### config.mk
export PLATFORM = sky130hd
export DESIGN_NAME = keypad_scanner
export DESIGN_NICKNAME = d
export VERILOG_FILES = /design/src/rtl/elock_pkg.sv /design/src/rtl/elock_sync2.sv /design/src/rtl/keypad_scanner.sv
export SDC_FILE = /design/constraint.sdc
export NUM_CORES = 1
export LEC_CHECK = 0
export CORE_UTILIZATION = 45
export DETAILED_ROUTE_END_ITERATION = 8
export GPL_TIMING_DRIVEN = 0
export PLACE_DENSITY = 0.77
export REMOVE_ABC_BUFFERS = 1
export SETUP_SLACK_MARGIN = 0.02
export SLEW_MARGIN = 10
export SYNTH_ARGS = -nofsm -noshare
export SYNTH_HDL_FRONTEND = slang
export SYNTH_HIERARCHICAL = 1
export SYNTH_SLANG_ARGS = --single-unit
### constraint.sdc
create_clock -name clk -period 5.35 [get_ports clk]
set_clock_uncertainty 0.2 [all_clocks]
set_input_delay 0.8025 -clock clk [delete_from_list [all_inputs] [get_ports clk]]
set_output_delay 0.8025 -clock clk [all_outputs]
set_load 0.02 [all_outputs]
### src/rtl/elock_pkg.sv
// Shared keypad definitions: matrix geometry, special key codes, debounce
// FSM encoding and the (row,col) -> key code mapping.
package elock_pkg;

  localparam int NROW = 4;
  localparam int NCOL = 3;

  localparam logic [3:0] KEY_STAR = 4'd10;
  localparam logic [3:0] KEY_HASH = 4'd11;
  localparam logic [3:0] KEY_NONE = 4'd15;

  localparam logic ST_RELEASED_ENC = 1'b0;
  localparam logic ST_PRESSED_ENC  = 1'b1;

  typedef enum logic {
    ST_RELEASED = ST_RELEASED_ENC,
    ST_PRESSED  = ST_PRESSED_ENC
  } kp_state_e;

  // Row [3] is the top row (1,2,3); col [2] is the left column.
  function automatic logic [3:0] kp_encode(input logic [3:0] row, input logic [2:0] col);
    logic [3:0] code;
    case ({row, col})
      7'b1000_100: code = 4'd1;
      7'b1000_010: code = 4'd2;
      7'b1000_001: code = 4'd3;
      7'b0100_100: code = 4'd4;
      7'b0100_010: code = 4'd5;
      7'b0100_001: code = 4'd6;
      7'b0010_100: code = 4'd7;
      7'b0010_010: code = 4'd8;
      7'b0010_001: code = 4'd9;
      7'b0001_100: code = KEY_STAR;
      7'b0001_010: code = 4'd0;
      7'b0001_001: code = KEY_HASH;
      default:     code = KEY_NONE;
    endcase
    return code;
  endfunction

endpackage

### src/rtl/elock_sync2.sv
// Two-flop synchroniser for asynchronous level inputs; clears to zero on
// synchronous reset.
module elock_sync2 #(
  parameter int WIDTH = 1
) (
  input  logic             clk,
  input  logic             rst_n,
  input  logic [WIDTH-1:0] d,
  output logic [WIDTH-1:0] q
);

  logic [WIDTH-1:0] meta_q;
  logic [WIDTH-1:0] sync_q;

  // Two-stage capture of the asynchronous input.
  always_ff @(posedge clk) begin
    if (!rst_n) begin
      meta_q <= '0;
      sync_q <= '0;
    end else begin
      meta_q <= d;
      sync_q <= meta_q;
    end
  end

  assign q = sync_q;

endmodule

### src/rtl/keypad_scanner.sv
// Strobes a 4x3 matrix keypad one row at a time, debounces whole-scan results
// and presents a one-hot row/col key with a single-cycle press strobe.
module keypad_scanner
  import elock_pkg::*;
#(
  parameter int SCAN_DIV       = 1000,
  parameter int DEBOUNCE_SCANS = 4
) (
  input  logic       clk,
  input  logic       rst_n,
  output logic [3:0] kp_row_drv,
  input  logic [2:0] kp_col_sense,
  output logic [3:0] row,
  output logic [2:0] col,
  output logic       key_valid,
  output logic [3:0] key_code,
  output logic       key_pulse
);

  localparam int CW = (SCAN_DIV > 1) ? $clog2(SCAN_DIV) : 1;
  localparam int DW = $clog2(DEBOUNCE_SCANS + 1);
  localparam logic [CW-1:0] DWELL_LAST = CW'(SCAN_DIV - 1);
  localparam logic [DW-1:0] DEB_MAX    = DW'(DEBOUNCE_SCANS);

  logic [2:0]                  col_sync_s;
  logic                        dwell_last_s;
  logic                        scan_done_s;
  logic [NROW-1:0][NCOL-1:0]   scan_s;
  logic                        single_s;
  logic [3:0]                  srow_s;
  logic [2:0]                  scol_s;
  logic                        same_key_s;
  logic [DW-1:0]               deb_inc_s;
  logic [DW-1:0]               deb_next_s;

  logic [CW-1:0]               dwell_q, dwell_d;
  logic [1:0]                  ridx_q, ridx_d;
  logic [3:0]                  row_drv_q, row_drv_d;
  logic [NROW-1:0][NCOL-1:0]   acc_q, acc_d;
  kp_state_e                   state_q, state_d;
  logic [DW-1:0]               deb_q, deb_d;
  logic                        prev_valid_q, prev_valid_d;
  logic [3:0]                  prev_row_q, prev_row_d;
  logic [2:0]                  prev_col_q, prev_col_d;
  logic [3:0]                  row_q, row_d;
  logic [2:0]                  col_q, col_d;
  logic                        valid_q, valid_d;
  logic [3:0]                  code_q, code_d;
  logic                        pulse_q, pulse_d;

  elock_sync2 #(.WIDTH(NCOL)) u_col_sync (
    .clk   (clk),
    .rst_n (rst_n),
    .d     (kp_col_sense),
    .q     (col_sync_s)
  );

  // Scan-result decode; the current row's sample is folded in so the
  // result is complete on the last dwell cycle of row 0.
  always_comb begin
    dwell_last_s = (dwell_q == DWELL_LAST);
    scan_done_s  = dwell_last_s && (ridx_q == 2'd0);
    scan_s       = acc_q;
    scan_s[ridx_q] = col_sync_s;
    single_s     = ($countones(scan_s) == 32'd1);
    srow_s       = 4'b0000;
    scol_s       = 3'b000;
    for (int r = 0; r < NROW; r++) begin
      srow_s[r] = |scan_s[r];
      scol_s    = scol_s | scan_s[r];
    end
    same_key_s = single_s && prev_valid_q && (srow_s == prev_row_q) && (scol_s == prev_col_q);
    deb_inc_s  = (deb_q == DEB_MAX) ? DEB_MAX : deb_q + DW'(1);
  end

  // Row strobe sequencing and per-row column sampling.
  always_comb begin
    dwell_d   = dwell_q;
    ridx_d    = ridx_q;
    row_drv_d = row_drv_q;
    acc_d     = acc_q;
    if (dwell_last_s) begin
      dwell_d        = '0;
      acc_d[ridx_q]  = col_sync_s;
      ridx_d         = ridx_q - 2'd1;
      row_drv_d      = 4'b0001 << ridx_d;
    end else begin
      dwell_d = dwell_q + CW'(1);
    end
  end

  // Debounce FSM and output next-state, evaluated once per full scan.
  always_comb begin
    state_d      = state_q;
    deb_d        = deb_q;
    deb_next_s   = '0;
    prev_valid_d = prev_valid_q;
    prev_row_d   = prev_row_q;
    prev_col_d   = prev_col_q;
    row_d        = row_q;
    col_d        = col_q;
    valid_d      = valid_q;
    code_d       = code_q;
    pulse_d      = 1'b0;
    if (scan_done_s) begin
      prev_valid_d = single_s;
      prev_row_d   = srow_s;
      prev_col_d   = scol_s;
      case (state_q)
        ST_RELEASED: begin
          if (same_key_s) begin
            deb_next_s = deb_inc_s;
          end else if (single_s) begin
            deb_next_s = DW'(1);
          end else begin
            deb_next_s = '0;
          end
          if (deb_next_s == DEB_MAX) begin
            state_d = ST_PRESSED;
            deb_d   = '0;
            row_d   = srow_s;
            col_d   = scol_s;
            valid_d = 1'b1;
            code_d  = kp_encode(srow_s, scol_s);
            pulse_d = 1'b1;
          end else begin
            deb_d = deb_next_s;
          end
        end
        ST_PRESSED: begin
          // Any single key, even a different one, holds off release.
          deb_next_s = single_s ? '0 : deb_inc_s;
          if (deb_next_s == DEB_MAX) begin
            state_d = ST_RELEASED;
            deb_d   = '0;
            row_d   = 4'b0000;
            col_d   = 3'b000;
            valid_d = 1'b0;
            code_d  = KEY_NONE;
          end else begin
            deb_d = deb_next_s;
          end
        end
        default: begin
          state_d = ST_RELEASED;
          deb_d   = '0;
          row_d   = 4'b0000;
          col_d   = 3'b000;
          valid_d = 1'b0;
          code_d  = KEY_NONE;
        end
      endcase
    end else begin
      pulse_d = 1'b0;
    end
  end

  // State and output registers with synchronous active-low reset.
  always_ff @(posedge clk) begin
    if (!rst_n) begin
      dwell_q      <= '0;
      ridx_q       <= 2'd3;
      row_drv_q    <= 4'b1000;
      acc_q        <= '0;
      state_q      <= ST_RELEASED;
      deb_q        <= '0;
      prev_valid_q <= 1'b0;
      prev_row_q   <= 4'b0000;
      prev_col_q   <= 3'b000;
      row_q        <= 4'b0000;
      col_q        <= 3'b000;
      valid_q      <= 1'b0;
      code_q       <= KEY_NONE;
      pulse_q      <= 1'b0;
    end else begin
      dwell_q      <= dwell_d;
      ridx_q       <= ridx_d;
      row_drv_q    <= row_drv_d;
      acc_q        <= acc_d;
      state_q      <= state_d;
      deb_q        <= deb_d;
      prev_valid_q <= prev_valid_d;
      prev_row_q   <= prev_row_d;
      prev_col_q   <= prev_col_d;
      row_q        <= row_d;
      col_q        <= col_d;
      valid_q      <= valid_d;
      code_q       <= code_d;
      pulse_q      <= pulse_d;
    end
  end

  assign kp_row_drv = row_drv_q;
  assign row        = row_q;
  assign col        = col_q;
  assign key_valid  = valid_q;
  assign key_code   = code_q;
  assign key_pulse  = pulse_q;

endmodule

; Word level (Yosys, flattened, before mapping)
; Index checks and enable logic that the tools add are counted.
[totals]
word_cells = 104
input_bits = 5
out_inout_bits = 17
ff_bits = 59
[op_classes]
magnitude_cmp = 2
eq_ne = 21
shifts = 1
addsub = 14
bitwise = 6
muxes = 28
n_reduce_logical = 13
[ops]
columns = operator, n
row1 = $pmux 4 s12, 1
row2 = $mux 3, 10
row3 = $eq 7x4->1 const B, 3
row4 = $eq 7x5->1 const B, 3
row5 = $eq 7x6->1 const B, 3
row6 = $eq 7x7->1 const B, 3
row7 = $mux 4, 4
row8 = $pmux 4 s2, 2
row9 = $reduce_or 3->1, 5
row10 = $add 1x1->2, 6
row11 = $bwmux 12, 1
row12 = $pmux 3 s2, 2
row13 = $add 10x1->10 const B, 1
row14 = $eq 10x10->1 const B, 1
row15 = $add 2x2->3, 3
row16 = $eq 3x3->1 const B, 3
row17 = $or 3x3->3, 3
row18 = $demux 3 s2, 1
row19 = $add 4x3->5, 1
row20 = $eq 5x1->1 const B, 1
row21 = $logic_and 1x1->1, 5
row22 = $mux 1, 5
row23 = $add 3x3->4, 1
row24 = $eq 4x4->1, 1
row25 = 13 further kinds, 16

; Logic depth before layout (Yosys ltp)
[logic_depth]
word_depth = 19
mapped_depth = 21
ltp_nobuf = 19

; Modules after synthesis
; The synthesis kept the hierarchy.
[modules_own_cells]
columns = mod, instances, area_per_inst_um2, seq_area_each_um2, cells_each
row1 = keypad_scanner, 1, 3065.4, 1061.0, 359
row2 = elock_sync2, 1, 157.7, 120.1, 12

; Worst setup path before layout
; No wires, ideal clock.
[synth_path]
kind = reg2reg
from = register ridx_q[0]
to = register code_q[3], in the netlist key_code[3]
period_less_slack_ps = 5617
stages_incl_launch_ff = 22
setup_time_ps = 135
arrival_time_ps = 5283
t_required_ps = 5015
n_path_buf = 2
path_slack_ps = -267
path_cell_list = dfxtp_1 > inv_1 > ha_1 > buf_6 > nor2b_1 > a21oi_1 > fa_1 > fa_1 > fa_1 > fa_1 > inv_1 > ha_1 > inv_1 > fa_1 > a211oi_1 > mux2i_1 > nor3_1 > nand3_1 > and4bb_2 > and4b_1 > buf_2 > a32oi_1
[synth_between]
elab_chain_len = 19
word_cells_on_any_way = 57
cone_classes = 11 x add/sub / 2 x order compare / 19 x eq/ne / 11 x mux / 3 x bitwise / 11 x reduce/logical
[synth_rtl]
columns = element, line
row1 = "start, declared", keypad_scanner.sv:37  ; logic [1:0] ridx_q, ridx_d;
row2 = "start signal, assigned", keypad_scanner.sv:177  ; ridx_q <= ridx_d;
row3 = $lt 2x3->1 (not written as such) or $ge 2x1->1 (tied branches), keypad_scanner.sv:64  ; scan_s[ridx_q] = col_sync_s;
row4 = $logic_and 1x1->1 (not written as such), keypad_scanner.sv:64
row5 = $mux 3 (not written as such), keypad_scanner.sv:64
row6 = $demux 3 s2, keypad_scanner.sv:64
row7 = $bwmux 12, keypad_scanner.sv:64
row8 = $add 1x1->2 (not written as such), keypad_scanner.sv:65  ; single_s = ($countones(scan_s) == 32'd1);
row9 = $add 2x2->3 (not written as such), keypad_scanner.sv:65
row10 = $add 3x3->4 (not written as such), keypad_scanner.sv:65
row11 = $add 4x3->5 (not written as such), keypad_scanner.sv:65
row12 = $eq 5x1->1, keypad_scanner.sv:65
row13 = $logic_and 1x1->1 (3 in a row), keypad_scanner.sv:72  ; same_key_s = single_s && prev_valid_q && (srow_s == prev_row_q) && (scol_s == prev_col_q);
row14 = $mux 3, keypad_scanner.sv:111  ; if (same_key_s) begin
row15 = $mux 3, keypad_scanner.sv:109  ; case (state_q)
row16 = $mux 3, keypad_scanner.sv:105  ; if (scan_done_s) begin
row17 = $eq 3x3->1, keypad_scanner.sv:118  ; if (deb_next_s == DEB_MAX) begin
row18 = $ne 2x2->1 (no line), -
row19 = $reduce_and 3->1 (no line), -
row20 = "end signal, assigned", keypad_scanner.sv:188  ; code_q <= code_d;
row21 = "end, declared", keypad_scanner.sv:48  ; logic [3:0] code_q, code_d;
; Several ways; a longest one is shown, not always the timed one. The select of a mux whose other input is x is not followed.
; A chain may end at the register's enable or synchronous reset.

; Worst setup path after layout
[layout_path]
from = register ridx_q[0]
to = register code_q[1], in the netlist key_code[1]
; Same word-level chain as after synthesis.

==> impl_results.md <==
* Synth top area share at 36.6%
* Synth Area in Compound Gates at 19.9%
* Antenna violations before repair at 0
* CTS sink cnt at 59
* Number of fill cells in the layout at 604
* CTS Buf Count at 9
* Worst slew pin tran at 0.803 ns
* Crit path time final at 5.46 ns
* Int Pwr at 730 µW
* # setup viols final at 13
* Vias in the first global route at 2755
* Vias after detailed routing at 2939
* Crit Path Max Fanout at 7
* GRT overflow at 0
* Data required time of the worst path at 5.36 ns
* DP HPWL at 5080 µm
* Io pins at 22
* Startpoint types: flop
* Synth area leader: dfxtp_1
* Area Growth Syn to Fin at 25.5%
* Top FF cell, synth: dfxtp_1
* Switching Power at 235 µW
* Total wire length at 7840 µm
* Maxcap violations at 0
* Worst slew margin at 46.0%
* Setup WS post-layout at -0.110 ns
* RR Endpoint: key_code[1]
* Max clock buf depth at 2
* Ys Warns at 6
* Worst Setup SP: ridx_q[0]
* Run status: complete, but fails checks
* Setup crit end: key_code[1]
* Top-count cell post-synth: dfxtp_1
* CP max stage cell: fa_1
* Sequential fraction of the synthesis area at 36.6%
* Max-slew violations at 0
* Final period util at 102%
* First-pass GRT wire length at 12900 µm
* N_diodes at 0
* CTS tree: yes
* Initial core utilization at 46.9%
* Setup CP Type: flop to flop
* Post-synth EDFFs at 0
* Clock slew at reported path FFs at 0.07 ns
* Largest net degree at the start of global routing at 29
* Total Power at 965 µW
* CP Cell Sequence: inv_4 > ha_4 > and2b_2 > a21oi_2 > fa_1 > fa_1 > fa_1 > fa_1 > inv_2 > ha_4 > inv_2 > fa_2 > a211oi_2 > mux2i_2 > nor3_4 > nand3_2 > and4bb_2 > and4b_4 > a32oi_1
* Main combinational cell family by area after synthesis: simple AND/OR/NAND/NOR gates
* Placeable Area at 6870 µm²
* Mapped Cells at 371
* Combinational Power Share at 5.8%
* Crit path DAT at 5.47 ns
* Die height at 86.6 µm
* Crit-path max cell delay at 0.53 ns
* Mean Syn Cell Area at 8.69 µm²
* Clock latency on the worst-skew pair at 0.35 ns
* Internal reg-to-reg setup slack at -0.11 ns
* Xor/xnor share of the synthesized area at 3.80%
* Synth top area cells: dfxtp_1 (37%), nor2_1 (6.1%), ha_1 (5.0%), fa_1 (4.3%), a211oi_1 (4.2%)
* R2R depth at 19
* PwrDens at 239 nW/µm²
* Final hold vios at 0
* Vias per inst at 5.81
* Wire per inst at 15.5 µm
* Sequential power share at 46.3%
* DR pass1 iterations at 5
* Syn Std Cell Area at 3220 µm²
* CTS H-tree lvls at 3
* Gr usage total at 22.3%
* Die area at 7500 µm²
* Post-synth top cells: dfxtp_1 (59), nor2_1 (52), a21oi_1 (21)
* Most used cell, CP: fa_1
* CP Capture Type: flop
* Number of synthesized register bits at 59
* Initial drt markers at 162
* Synth unique cells at 55
* GPL Wtd Cong at 0.872
* Switching part of the total at 24.3%
* Max VDD drop at 0.000179 V
* Simple-gate portion of the synthesized area at 23.3%
* Hold_sp: u_col_sync/meta_q[1]
* Max Fclk at 183 MHz
* ANT nets after route at 0
* LEAKAGE at 1.60 nW
* Reg2reg start: ridx_q[0]
* Failing checks: negative setup slack
* Fraction of layout cells with a size suffix above 1 at 18.3%
* Clock Tree Root: clkbuf_8
* Post-Synth Adder-Cell Area at 9.39%
* Mux share of post-synthesis cell area at 1.86%
* # nets final at 430
* Worst hold slack at 0.242 ns
* RSZ-0062 raised after global routing: yes
* Part of the power in the clock network at 47.9%
* Residual DRC at 0
* Hold crit path type: flop to flop
* Buffers added on ports at 21
* # rows at 30
* Asr flop ratio synth at 0%
* Chip Width at 86.6 µm
==> registers in the layout (all words and copies together) (netlist names), 2 cells and up <==
name	cells
acc_q	12
col	3
deb_q	3
dwell_q	10
key_code	4
kp_row_drv	4
prev_col_q	3
prev_row_q	4
ridx_q	2
row	4
u_col_sync/meta_q	3
u_col_sync/q	3
==> layout by cell type, fill, tap and decap left out, types with 7 or more instances in the layout <==
master	count
xnor2_1	8
nand3_1	10
a21oi_1	15
a22o_1	7
buf_4	17
nand2_1	18
dfxtp_1	57
nor2_1	51
and2_1	11
clkdlybuf4s50_1	21
nor2b_1	8
ha_1	8
clkbuf_8	9
a211oi_1	17
inv_1	15
nor3_1	8
nor4_1	7
==> cell type report <==
type / count / area, µm² / share of cell area (%)
multi-input cells: 275 / 2060 / 50.9
inverters: 20 / 80.1 / 1.98
flip-flops and latches: 59 / 1190 / 29.4
clock buffers: 9 / 124 / 3.06
repair buffers: 40 / 373 / 9.22
well taps: 96 / 120 / 2.97
clock inverters: 7 / 100 / 2.47
==> repair_timing <==
item,4_1_cts,5_1_grt
buffers inserted,13,5
endpoints found under the setup margin,18,17
hold buffers,0,0
gates resized for setup,39,6
cloned,1,0
pin swaps,10,17
==> per-layer routing <==
layer | share of wire [%] | wire length (µm) | track usage, %
met5 | 0 | 0 | 0
met4 | 2.7 | 209 | 12.4
met3 | 5.1 | 398 | 5.24
met2 | 47 | 3660 | 36.1
met1 | 46 | 3570 | 27.4
==> power by group through the flow <==
stage / clock (mW) / combinational [mW] / sequential (mW)
floorplan: 0 / 0.0323 / 0.456
detailed placement: 0 / 0.0461 / 0.457
global route: 0.491 / 0.0608 / 0.447
finish: 0.463 / 0.0559 / 0.447
CTS: 0.468 / 0.0516 / 0.446
global placement: 0 / 0.0446 / 0.457
==> how the worst min path moves through the flow <==
stage | to | slack, ns | cells after the start
final | u_col_sync/q[1] | 0.24 | 1
after global routing | u_col_sync/q[1] | 0.25 | 1
after CTS | u_col_sync/q[1] | 0.23 | 1
after detailed placement | u_col_sync/q[1] | 0.22 | 1
after global placement | u_col_sync/q[0] | 0.22 | 1
after floorplan | u_col_sync/q[0] | 0.21 | 1
==> worst max-delay path: cells and delay by family (launching register included) <==
| kind | cells | cell delay, ns |
|---|---|---|
| fa+ha+maj | 7 | 2.57 |
| simple gates | 5 | 1.36 |
| compound gates | 3 | 0.49 |
| flops | 1 | 0.38 |
| buf+inv | 3 | 0.19 |
| mux | 1 | 0.12 |
==> stage by stage <==
step                      area, µm²  instances  setup TNS (ns)  setup WS [ns]  utilization, %
final                          4050        506          -0.989         -0.110            58.9
after global routing           4050        506           -4.08         -0.306            58.9
after CTS                      3960        501               0        0.00193            57.7
after detailed placement       3480        471          -18.56          -1.23            50.7
after global placement         3470        470          -15.02          -1.03            50.5
after floorplan                3140        353           -3.37         -0.307               -
==> kinds of logic after synthesis <==
logic type | Yosys count
and+or+nand+nor | 146
buffers and inverters | 38
AOI/OAI and AO/OA | 88
DFF | 59
xor gates and xnor gates | 14
adders and majority gates | 20
muxes | 6
(Power assumes the default switching activity.)
==> patch 1, RTL diff (same settings) <==
The output `key_pulse` loses its register stage (`pulse_q` becomes a continuous assignment).
--- a/src/rtl/keypad_scanner.sv
+++ b/src/rtl/keypad_scanner.sv
@@ -171,7 +171,6 @@
       col_q        <= 3'b000;
       valid_q      <= 1'b0;
       code_q       <= KEY_NONE;
-      pulse_q      <= 1'b0;
     end else begin
       dwell_q      <= dwell_d;
       ridx_q       <= ridx_d;
@@ -186,9 +185,10 @@
       col_q        <= col_d;
       valid_q      <= valid_d;
       code_q       <= code_d;
-      pulse_q      <= pulse_d;
-    end
-  end
+    end
+  end
+
+  assign pulse_q = pulse_d;
 
   assign kp_row_drv = row_drv_q;
   assign row        = row_q;
Formal check against the unedited RTL: no difference found for any inputs over 10 cycles, from zero or initial values and one cycle with rst_n low; that may be too few to reach the edited logic, so the function may still have changed.
==> patch 1 against the original RTL <==
  * The run still ends with negative setup slack left
  * Critical endpoint is now key_pulse
  * Total power down 6.4%
  * Final area increased by 2.9%
  * Register-to-register slack lost 0.49 ns
  * Sequential cell count down 1
  * Area after synthesis up 2.3%
  * Count of clock-buffer cells in the layout rose by 1
  * Clock power shrank 9.9%
  * Highest routed layer unchanged
  * Combinational power down 16%
  * Worst setup slack worse by 0.98 ns
  * Wire length increased by 1.9%
==> patch 1: results (changes against the original RTL) <==
Status
  – Result of the run: complete, but fails checks
  – Violations in the final reports: negative setup slack

Layout
  – Share of final layout cell area taken by clock buffers and inverters: 4.901% (-0.64 points)
  – Area growth from synthesis to layout: 26.18%
  – Fraction of layout instances using a drive strength above 1: 19.77% (+1.5 points)
  – Total Nets Final: 450 (+4.7%)
  – Nonclk inv count: 15 (-25%)
  – Share of the final layout cell area in multi-input gates: 52.59% (+1.7 points)
  – Comb_multi_in: 299 (+8.7%)
  – Layout buffering overhead excluding clock cells: 10.07% (+0.85 points)

Route
  – Detailed-route wire length per cell: 15.18 um (-2.0%)
  – WL met3: 395 um (-0.75%)
  – Met1 layer wirelength in the final routing: 3337 um (-6.6%)

Global routing
  – Global routing met3 resource utilization: 6.975% (+1.7 points)
  – Largest net degree at the start of global routing: 50 (+72%)
  – Vias in the first global route: 2896 (+5.1%)

Synthesis
  – List of most frequent post-synthesis cells: 61 x nand2_1, 58 x dfxtp_1, 26 x nor2_1
  – Top cells by area in the synthesized netlist: dfxtp_1 35%, nand2_1 6.9%, ha_1 4.9%
  – Average instance area after synthesis: 8.435 um^2 (-2.9%)
  – Synthesized-area fraction occupied by adder cells: 9.181% (-0.21 points)
  – Synth Area in XOR/XNOR: 3.187% (-0.62 points)
  – Distinct cell type count of the synthesized netlist: 52 (-5.5%)
  – Proportion of synthesized chip area in sequential cells: 35.20% (-1.4 points)

Timing
  – Minimum setup slack in the final design: -1.088 ns (-0.9780 ns)
  – Share of the clock period used by the worst path after layout: 120.3% (+18 points)
  – Max-slew headroom at the worst pin: 34.87% (-11 points)
  – Setup violations, final: 17 (+4)

Worst setup path
  – Slowest cell delay on critical path: 0.56 ns (+0.03 ns)
  – Top fanout value on the critical path: 6 (-1)
  – Data arrival time of the critical path: 5.44 ns (-0.03 ns)

Place
  – RePlAce Congestion: 0.9121 (+4.6%)
  – Number of cells after detailed placement: 490 (+4.0%)
  – Placed inst area: 0.003535 mm^2 (+1.5%)
  – Worst setup slack before clock tree synthesis: -2.244 ns (-1.014 ns)
## patch 1: cell count changes after synthesis, moves of 4 or more
| cell | unedited run | this run |
|---|---|---|
| o211a_1 | 0 | 15 |
| inv_1 | 19 | 15 |
| a31oi_1 | 3 | 7 |
| mux2i_1 | 6 | 1 |
| a21boi_0 | 0 | 6 |
| a211oi_1 | 18 | 3 |
| a22o_1 | 7 | 0 |
| nor2_1 | 52 | 26 |
| nand3_1 | 11 | 17 |
| or4_1 | 6 | 2 |
| nand2_1 | 18 | 61 |
| o21a_1 | 1 | 6 |
## patch 1: kinds of logic (layout without fill, tap and decap cells)
kind of cell / count (synthesis) / after routing
DFF: 58 / 58
adders and majority gates: 20 / 20
buffers and inverters: 34 / 73
and+or+nand+nor: 176 / 176
xor gates and xnor gates: 12 / 12
AOI/OAI and AO/OA: 89 / 89
muxes: 2 / 2
## patch 1: power by group
part           leakage [nW]  switching, mW  internal (mW)  total, mW
Combinational          1.16         0.0290         0.0183     0.0472
Sequential            0.469        0.00455          0.435      0.439
Clock                0.0945          0.190          0.227      0.417
## patch 1: final timing paths
| path | start | to | slack (ns) | depth (start not counted) |
|---|---|---|---|---|
| min reg2reg | u_col_sync/meta_q[2] | u_col_sync/q[2] | 0.23 | 1 |
| max reg2reg | ridx_q[0] | row[2] | -0.60 | 22 |
| max | ridx_q[0] | key_pulse | -1.09 | 18 |
| min | u_col_sync/meta_q[2] | u_col_sync/q[2] | 0.23 | 1 |
## patch 1: repair_timing
action,4_1_cts,5_1_grt
hold buffers,0,0
setup endpoints to repair,18,17
cloned,1,0
pin swaps,22,3
gates resized for setup,69,3
buffers inserted,23,1
==> patch 2, RTL diff (config.mk and constraints unchanged) <==
Made on the original files. `DEBOUNCE_SCANS`: 4 -> 8.
--- a/src/rtl/keypad_scanner.sv
+++ b/src/rtl/keypad_scanner.sv
@@ -4,7 +4,7 @@
   import elock_pkg::*;
 #(
   parameter int SCAN_DIV       = 1000,
-  parameter int DEBOUNCE_SCANS = 4
+  parameter int DEBOUNCE_SCANS = 8
 ) (
   input  logic       clk,
   input  logic       rst_n,
Check against the original RTL: no difference found for any inputs over 10 cycles, from zero or initial values and one cycle with rst_n low; that may be too few to reach the edited logic, so the function may still have changed.
==> patch 2 against the original RTL <==
  * The flow still finishes with violations (negative setup slack)
  * Total power down 0.59%
  * Die area up 2.0%
  * Via count down 7.0%
  * Critical path depth up 1
  * Final area down 1.1%
  * Worst setup slack worse by 0.0067 ns
  * Area after synthesis up 2.0%
  * Sequential cell count up 1
  * Worst hold slack worse by 0.0072 ns
  * Clock power down 1%
  * Wire length down 8.2%
  * Critical path type unchanged
  * Largest power group unchanged
==> patch 2: results (changes against the original RTL) <==
Worst setup path
  – Worst reg2reg path startpoint: ridx_q[1]
  – R2R depth: 20 (+1)
  – Top fanout value on the critical path: 5 (-2)

Timing
  – Setup violations, final: 11 (-2)
  – Minimum setup slack in the final design: -0.1168 ns (-0.006706 ns)
  – Slew at the pin with the worst max-slew slack: 0.9843 ns (+0.1813 ns)

Worst hold path
  – Worst min-delay path endpoint: u_col_sync/q[0]
  – Startpoint of the tightest hold check path: u_col_sync/meta_q[0]

Route
  – WL met3: 435 um (+9.3%)
  – Met1 layer wirelength in the final routing: 3163 um (-11%)
  – 1st-pass router iterations: 4 (-1)
  – Routed WL: 7190 um (-8.2%)

Synthesis
  – Synth Area in XOR/XNOR: 4.224% (+0.42 points)
  – Proportion of synthesized chip area in sequential cells: 36.53% (-0.12 points)
  – Top cells by area in the synthesized netlist: dfxtp_1 37%, nand2_1 5.0%, ha_1 4.9%
  – List of most frequent post-synthesis cells: 60 x dfxtp_1, 44 x nand2_1, 24 x nor2_1
  – Average instance area after synthesis: 8.745 um^2 (+0.66%)

Place
  – Worst setup slack before clock tree synthesis: -0.7954 ns (+0.4348 ns)
  – Number of cells after detailed placement: 474 (+0.64%)
  – DP HPWL: 4526 um (-11%)
  – RePlAce Congestion: 0.8033 (-7.9%)

Layout
  – Fill cell count: 586 (-3.0%)
  – Total Nets Final: 426 (-0.93%)

Global routing
  – Met2 Use GR: 32.24% (-3.8 points)
  – Vias in the first global route: 2482 (-9.9%)
  – Global routing met3 resource utilization: 5.498% (+0.26 points)

Status
  – Violations in the final reports: negative setup slack
  – Result of the run: complete, but fails checks

Power
  – Leakage component of the power: 1.710 nW (+6.8%)
  – Total power density per cell area: 240.0 mW/mm^2 (+0.56%)
patch 2: cell count changes after synthesis, sizes merged, moves of 4 or more:
cell,before,now
nand2,18,45
o211ai,4,0
a21boi,0,4
a211oi,18,3
nor2b,12,16
o211a,0,16
nor2,52,24
patch 2: cell type report:
class / instances / area, um^2 / area share [%]
clock inverter: 4 / 72.57 / 1.815
clock buffer: 11 / 151.4 / 3.786
timing repair buffer: 34 / 306.5 / 7.666
inverter: 21 / 82.58 / 2.065
sequential: 60 / 1209 / 30.23
tap: 96 / 120.1 / 3.004
multi-input combinational: 275 / 2057 / 51.44
patch 2: worst max path at each step:
| stage | slack [ns] | end | from |
|---|---|---|---|
| after floorplan | -0.24 | key_code[3] | ridx_q[0] |
| after global placement | -0.74 | key_code[3] | ridx_q[0] |
| after detailed placement | -0.80 | key_code[1] | ridx_q[0] |
| after CTS | -0.09 | key_code[1] | ridx_q[1] |
| after global routing | -0.30 | key_code[1] | ridx_q[0] |
| final | -0.12 | key_code[1] | ridx_q[1] |
